### src/rtl/fft_bf_tf_stage_pkg.sv
// Shared FFT definitions: twiddle format constants and {re, im} helpers.
// Twiddles are signed Q8 (256 = 1.0) and packed as {re[19:10], im[9:0]}.
package fft_bf_tf_stage_pkg;

    localparam int TF_W      = 10;
    localparam int TF_FRAC   = 8;
    localparam int TF_ADDR_W = 7;
    localparam int TF_DATA_W = 2 * TF_W;

    // Real part of a packed twiddle word.
    function automatic logic signed [TF_W-1:0] tf_re(input logic [TF_DATA_W-1:0] tf);
        return tf[TF_DATA_W-1:TF_W];
    endfunction

    // Imaginary part of a packed twiddle word.
    function automatic logic signed [TF_W-1:0] tf_im(input logic [TF_DATA_W-1:0] tf);
        return tf[TF_W-1:0];
    endfunction

    // Pack a twiddle pair back into {re, im}.
    function automatic logic [TF_DATA_W-1:0] tf_pack(input logic signed [TF_W-1:0] re,
                                                     input logic signed [TF_W-1:0] im);
        return {re, im};
    endfunction

endpackage

### src/rtl/fft_cmult_q8.sv
// Complex multiply of operand B by a Q8 twiddle.
// S2: the four partial products are registered when in_valid is set.
// S3: products are combined, optionally rounded, and shifted right by 8;
//     the caller registers the result together with the butterfly add/sub.
// Build option: define TF_ROUND_EN to add 0.5 LSB (round half up) before the
// shift; otherwise the shift truncates toward minus infinity.
module fft_cmult_q8
    import fft_bf_tf_stage_pkg::*;
#(
    parameter int DW = 16
) (
    input  logic                 clk,
    input  logic                 rst_n,
    input  logic                 in_valid,
    input  logic [2*DW-1:0]      in_b,
    input  logic [TF_DATA_W-1:0] tf_in,
    output logic                 out_valid,
    output logic signed [DW:0]   t_re,
    output logic signed [DW:0]   t_im
);

`ifdef TF_ROUND_EN
    localparam int RND = 1 << (TF_FRAC - 1);
`else
    localparam int RND = 0;
`endif

    logic signed [DW-1:0]   b_re, b_im;
    logic signed [TF_W-1:0] w_re, w_im;
    logic signed [DW+9:0]   p_rr, p_ii, p_ri, p_ir;
    logic signed [DW+10:0]  sum_re, sum_im;

    assign b_re = in_b[2*DW-1:DW];
    assign b_im = in_b[DW-1:0];
    assign w_re = tf_re(tf_in);
    assign w_im = tf_im(tf_in);

    // S2 valid bit follows the incoming valid.
    always_ff @(posedge clk or negedge rst_n) begin
        if (!rst_n) begin
            out_valid <= 1'b0;
        end else begin
            out_valid <= in_valid;
        end
    end

    // S2 product registers; the twiddle is only sampled for valid pairs.
    // NOTE: pure datapath registers are left unreset; the valid pipeline qualifies them.
    always_ff @(posedge clk) begin
        if (in_valid) begin
            p_rr <= b_re * w_re;
            p_ii <= b_im * w_im;
            p_ri <= b_re * w_im;
            p_ir <= b_im * w_re;
        end
    end

    // One guard bit for the sum; |W| <= 256 keeps t within DW+1 bits.
    assign sum_re = (DW+11)'(p_rr) - (DW+11)'(p_ii) + (DW+11)'(RND);
    assign sum_im = (DW+11)'(p_ri) + (DW+11)'(p_ir) + (DW+11)'(RND);
    assign t_re   = (DW+1)'(sum_re >>> TF_FRAC);
    assign t_im   = (DW+1)'(sum_im >>> TF_FRAC);

endmodule

### src/rtl/fft_bf_tf_stage.sv
// Pipelined radix-2 DIT butterfly with twiddle ROM addressing.
// The butterfly counter selects k = cnt << (7 - LOG_SPAN); the ROM answers one
// cycle later, in step with the S1 registers. Latency is 3 cycles, throughput
// 1 pair per cycle, no backpressure.
// Build option: TF_ROUND_EN (see fft_cmult_q8) selects rounding of B*W.
module fft_bf_tf_stage
    import fft_bf_tf_stage_pkg::*;
#(
    parameter int DW       = 16,
    parameter int LOG_SPAN = 0
) (
    input  logic                   clk,
    input  logic                   rst_n,
    input  logic                   in_valid,
    input  logic                   in_sop,
    input  logic [2*DW-1:0]        in_a,
    input  logic [2*DW-1:0]        in_b,
    output logic [TF_ADDR_W-1:0]   tf_addr,
    output logic                   tf_addr_nd,
    input  logic [TF_DATA_W-1:0]   tf_in,
    output logic                   out_valid,
    output logic [2*(DW+2)-1:0]    out_x,
    output logic [2*(DW+2)-1:0]    out_y
);

    logic [TF_ADDR_W-1:0] k;

    generate
        if (LOG_SPAN == 0) begin : g_no_cnt
            // Single twiddle group: every pair uses k = 0 and in_sop has no effect.
            logic unused_sop;
            assign unused_sop = in_sop;
            assign k          = '0;
        end else begin : g_cnt
            logic [LOG_SPAN-1:0] cnt_q;
            logic [LOG_SPAN-1:0] cnt_cur;

            // A start-of-frame pair uses the cleared count, even at a wrap.
            assign cnt_cur = (in_valid && in_sop) ? '0 : cnt_q;
            assign k       = TF_ADDR_W'(cnt_cur) << (TF_ADDR_W - LOG_SPAN);

            // Butterfly counter: advances once per accepted pair, wraps naturally.
            always_ff @(posedge clk or negedge rst_n) begin
                if (!rst_n) begin
                    cnt_q <= '0;
                end else if (in_valid) begin
                    cnt_q <= cnt_cur + LOG_SPAN'(1);
                end
            end
        end
    endgenerate

    assign tf_addr    = k;
    assign tf_addr_nd = in_valid;

    logic              v_s1, v_s2;
    logic [2*DW-1:0]   a_s1, b_s1, a_s2;
    logic signed [DW:0] t_re, t_im;

    // S1 valid bit, aligned with the ROM read.
    always_ff @(posedge clk or negedge rst_n) begin
        if (!rst_n) begin
            v_s1 <= 1'b0;
        end else begin
            v_s1 <= in_valid;
        end
    end

    // S1/S2 operand registers; A rides alongside the multiplier.
    always_ff @(posedge clk) begin
        if (in_valid) begin
            a_s1 <= in_a;
            b_s1 <= in_b;
        end
        if (v_s1) begin
            a_s2 <= a_s1;
        end
    end

    fft_cmult_q8 #(
        .DW (DW)
    ) u_cmult (
        .clk       (clk),
        .rst_n     (rst_n),
        .in_valid  (v_s1),
        .in_b      (b_s1),
        .tf_in     (tf_in),
        .out_valid (v_s2),
        .t_re      (t_re),
        .t_im      (t_im)
    );

    logic signed [DW-1:0] a_re, a_im;
    logic signed [DW+1:0] x_re, x_im, y_re, y_im;

    assign a_re = a_s2[2*DW-1:DW];
    assign a_im = a_s2[DW-1:0];
    assign x_re = (DW+2)'(a_re) + (DW+2)'(t_re);
    assign x_im = (DW+2)'(a_im) + (DW+2)'(t_im);
    assign y_re = (DW+2)'(a_re) - (DW+2)'(t_re);
    assign y_im = (DW+2)'(a_im) - (DW+2)'(t_im);

    // S3 output register; outputs hold while no new pair arrives.
    always_ff @(posedge clk or negedge rst_n) begin
        if (!rst_n) begin
            out_valid <= 1'b0;
            out_x     <= '0;
            out_y     <= '0;
        end else begin
            out_valid <= v_s2;
            if (v_s2) begin
                out_x <= {x_re, x_im};
                out_y <= {y_re, y_im};
            end
        end
    end

endmodule
### config.mk
export PLATFORM = sky130hd
export DESIGN_NAME = fft_bf_tf_stage
export DESIGN_NICKNAME = d
export VERILOG_FILES = /design/src/rtl/fft_bf_tf_stage_pkg.sv /design/src/rtl/fft_cmult_q8.sv /design/src/rtl/fft_bf_tf_stage.sv
export SDC_FILE = /design/constraint.sdc
export NUM_CORES = 2
export LEC_CHECK = 0
export BUFFER_PORTS_ARGS = -buffer_cell sky130_fd_sc_hd__buf_4
export CORE_MARGIN = 2
export CORE_UTILIZATION = 47
export CTS_CLUSTER_SIZE = 30
export DETAILED_ROUTE_END_ITERATION = 8
export MAX_ROUTING_LAYER = met4
export PLACE_DENSITY = 0.66
export SLEW_MARGIN = 20
export SYNTH_ARGS = -nofsm -noshare
export SYNTH_HDL_FRONTEND = slang
export SYNTH_SLANG_ARGS = --single-unit
### constraint.sdc
create_clock -name clk -period 5.7 [get_ports clk]
set_input_delay 0.285 -clock clk [delete_from_list [all_inputs] [get_ports clk]]
set_output_delay 0.285 -clock clk [all_outputs]
set_load 0.1 [all_outputs]
-- Yosys cells after proc, flatten, opt, wreduce, memory -nomap -nowiden
Index checks and enable logic that the tools add are counted.
- multiply operators: 4
- add/sub/neg operators: 6
- operator list (kind ; number):
    $mul 16x10->25 ; 4
    $add 16x17->18 ; 2
    $sub 16x17->18 ; 2
    $add 25x25->25 ; 1
    $sub 25x25->25 ; 1
- register bits: 271
- input bits: 88
- logic and storage cells: 22

-- Depth between registers and ports, before layout
- depth after elaboration: 2
- mapped depth: 23

-- Hierarchy
A second synthesis with hierarchy kept.
- cells, all modules: 3862
- area total of the unflattened synthesis: 36949.2 µm²
- by module, submodules not included (module ; cells each ; instances ; area an instance (µm²)):
    fft_cmult_q8 ; 3020 ; 1 ; 27662.8
    fft_bf_tf_stage ; 842 ; 1 ; 9286.4

-- Least setup slack after synthesis
OpenSTA, ideal clock, no wires.
- path type: reg2reg
- start: register b_s1[7]
- end: register u_cmult.p_ir[21], data pin
- buffers on the path: 1
- setup slack: 0.197 ns
- setup time: 0.262 ns
- arrival time: 5.241 ns
- cell stages (with the launch flop): 22
- cell sequence: edfxtp_1 > clkbuf_1 > nand2_1 > fa_1 > inv_1 > fa_1 > inv_1 > fa_1 > inv_1 > fa_1 > inv_1 > fa_1 > inv_1 > ha_1 > or3_1 > a21oi_1 > o21ai_0 > and4_1 > o31a_1 > o21ai_0 > a21oi_1 > xor2_1
- longest elaborated chain between the ends: 1
- RTL lines (element ; line ; source):
    start: declaration ; fft_bf_tf_stage.sv:57 ; logic [2*DW-1:0] a_s1, b_s1, a_s2;
    start signal: assignment ; fft_bf_tf_stage.sv:73 ; b_s1 <= in_b;
    $mul 16x10->25 ; fft_cmult_q8.sv:54 ; p_ir <= b_im * w_re;
    end signal: assignment ; fft_cmult_q8.sv:54 ;
    end: declaration ; fft_cmult_q8.sv:30 ; logic signed [DW+9:0] p_rr, p_ii, p_ri, p_ir;
Every way passes these cells.
A chain may end at the register's enable or synchronous reset.

-- Worst setup path after layout
- start: register b_s1[18]
- end: register u_cmult.p_rr[24], data pin
- longest elaborated chain between the ends: 1
- RTL lines (element ; line ; source):
    $mul 16x10->25 ; fft_cmult_q8.sv:51 ; p_rr <= b_re * w_re;
    end signal: assignment ; fft_cmult_q8.sv:51 ;
    end: declaration ; fft_cmult_q8.sv:30 ;
Every way passes these cells.

==> metrics <==
die span in x 281.5 um; # diodes 0; area of the mapped netlist 0.03619 mm2; count of final max-slew check failures 0; number of maximum-capacitance violations 0; row count 101; Async S/R FF share, synth 27.14%; share of Yosys cell area claimed by the top area cell type 30.09%; dpl cells 4964; Worst Setup End Kind flop; predominant post-synthesis flop cell edfxtp_1; global-route wire length before repair 138900 um; met3 routed wirelength 4145 um; leading cell type by number of instances after synthesis inv_1; Routed WL 84840 um; final standard cell count with taps included and fillers excluded 5116; GR Util All Layers 23.00%; worst relative slew slack 32.37%; antenna violation net count after detailed routing 0; number of top-level pins 169; CTS tree built; IO Port Bufs 160; post-route fraction of the period consumed by the critical path 98.55%; DR top layer met4; total negative setup slack 0 ns; insertion delay to the later sink of the worst-skew pair 0.57 ns; number of enable-type register cells in the synthesized netlist 196; Peak Freq 0.1780 GHz; area leader, netlist fa_1; GRT overflow 0; crit path time final 5.617 ns; cells taking the most area after synthesis fa_1 30%, edfxtp_1 16%, ha_1 12%, inv_1 8.4%, dfrtp_1 5.0%; Hold Path Class in -> async; worst clock skew 0.02486 ns; CTS sink cnt 269; via count of the first global-routing pass 27130; met1 wire length 37680 um; buffers from clock root to sink, at most 3; fraction of the yosys area taken by sequential cells 21.31%; unrepaired setup endpoints after global routing yes; status finished, final reports clean; Detail Placement HPWL 69070 um; Setup Viol. Count Final 0; die footprint 0.07923 mm2; TritonCTS buffer count 37; post-synthesis cell count 3736; antenna violations before repair 1; number of synthesized register bits 269; Pre-antenna DRT Iters 5; CTS H-tree depth 2; Startpoint Class flop; synthesized area divided by synthesized cell count 9.686 um2; yosys warns 0; Routability Congestion 0.8709; fraction of layout cells with a size suffix above 1 13.39%; final net count 5042; total via count after detailed routing 25640; Max Fanout on Critical Path 6; core region area 0.07608 mm2; end-of-flow core utilization 55.35%; CTS root buffer clkbuf_16; Reg clk slew, reported paths 0.06 ns; starting utilization of the core area 47.57%; worst endpoint required time 6.01 ns; DRC viols 0; count of different cell masters after synthesis 73; Wirelength per Cell 16.58 um; Iteration-0 DRC Markers 1325; DR vias/cell 5.012; transition time at the pin with the least slew margin 1.014 ns; Area growth, synth to finish 16.36%; Post-synth top cells 813 x inv_1, 544 x fa_1, 390 x nand2_1; routed wire length on met2 40450 um; Arr. time, crit path 5.93 ns; final number of hold-violating endpoints 0; y dimension of the die 281.5 um; worst setup path class reg -> reg; maximum number of pins on one net before global-route repair 68
layout by cell type (no fill, tap or decap), types with 8 or more instances in the layout:
cell,n
inv_1,809
fa_1,542
nand2_1,386
buf_4,350
ha_1,348
and2_1,240
edfxtp_1,196
xnor2_1,166
a21oi_1,137
nor2_1,118
dfrtp_1,71
dlygate4sd3_1,65
nor2b_1,55
o21ai_0,48
xor2_1,42
nand2b_1,38
a21o_1,38
clkbuf_16,38
o21bai_1,35
mux2_2,30
nor3_1,26
nand3_1,22
o21a_1,21
buf_12,20
a31oi_1,13
and3_1,13
or3_1,10
a211oi_1,8
clkinv_2,8
buf_6,8
critical path: stages (launching register included):
cell      delay [ns]
edfxtp_1        0.42
buf_12          0.17
buf_8           0.12
nor2b_4         0.11
fa_1            0.47
fa_1            0.52
fa_1            0.52
fa_1            0.57
inv_2           0.04
fa_1            0.51
inv_2           0.05
ha_4            0.27
nand2_4         0.05
nor2_4          0.11
nand2_1         0.06
o31a_1          0.33
a311o_1         0.39
o31ai_2         0.22
buf_4           0.15
a21o_1          0.11
a21oi_2         0.05
xnor2_1         0.12
stage by stage:
step	instance area, um2	hold WS [ns]	setup slack, ns
global placement	39730	0.1177	-0.1218
detailed placement	39730	0.1204	-0.1671
global route	42110	0.1114	-0.1142
CTS	41630	0.06654	0.001279
floorplan	36210	-0.01059	0.1968
finish	42110	0.09387	0.08277
logic make-up after synthesis:
kind of cell    after synthesis  share of synthesized area (%)
compound gates              395                          7.112
xor+xnor                    208                          5.034
fa+ha+maj                   896                          42.26
buf+inv                     981                          10.39
flops                       269                          21.31
mux                          31                         0.9750
other cells                   1                        0.01036
simple gates                955                          12.91
state kept, by name, summed over array words and instances, names as in the netlist:
register	count
a_s1	32
v_s1	1
b_s1	32
out_x	36
out_y	34
out_valid	1
u_cmult.p_ri	25
u_cmult.out_valid	1
u_cmult.p_ir	25
a_s2	32
u_cmult.p_ii	25
u_cmult.p_rr	25
path summary, 6_finish.rpt:
kind | cells after the start | slack, ns | to | startpoint
worst max register to register | 21 | 0.08 | u_cmult.p_rr[24]$_DFFE_PP_ | b_s1[18]$_DFFE_PP_
min in group clk | 1 | 0.22 | a_s1[5]$_DFFE_PP_ | in_valid
worst max-delay path | 21 | 0.08 | u_cmult.p_rr[24]$_DFFE_PP_ | b_s1[18]$_DFFE_PP_
max in group asynchronous | 3 | 4.47 | v_s1$_DFF_PN0_ | rst_n
worst min-delay path | 2 | 0.09 | out_x[22]$_DFFE_PN0P_ | rst_n
worst min register to register | 0 | 0.42 | a_s2[12]$_DFFE_PP_ | a_s1[12]$_DFFE_PP_
layout make-up:
class | instances | area, um2
Fill cell | 6774 | 33970
Multi-Input combinational cell | 2492 | 25040
Sequential cell | 269 | 7720
Timing Repair Buffer | 445 | 3789
Inverter | 813 | 3052
Tap cell | 1030 | 1289
Clock buffer | 41 | 972.2
Clock inverter | 26 | 246.5
per-layer routing:
layer	global-route usage [%]	vias up
met1	29.39	12830
met4	6.819	0
met5	-	-
met3	3.240	122
met2	38.14	530
li1	-	12160
what timing repair did:
action                                 CTS  global route
hold buffers                            65             0
buffers inserted                         3            19
setup endpoints to repair                2            24
endpoints found under the hold margin   73             0
gates resized for setup                  3            84
cloned                                   0             0
pin swaps                                1            47
Power is left out: the tool's default activity adds up to more than one toggle a clock period on the data nets, which glitch-free logic cannot reach.
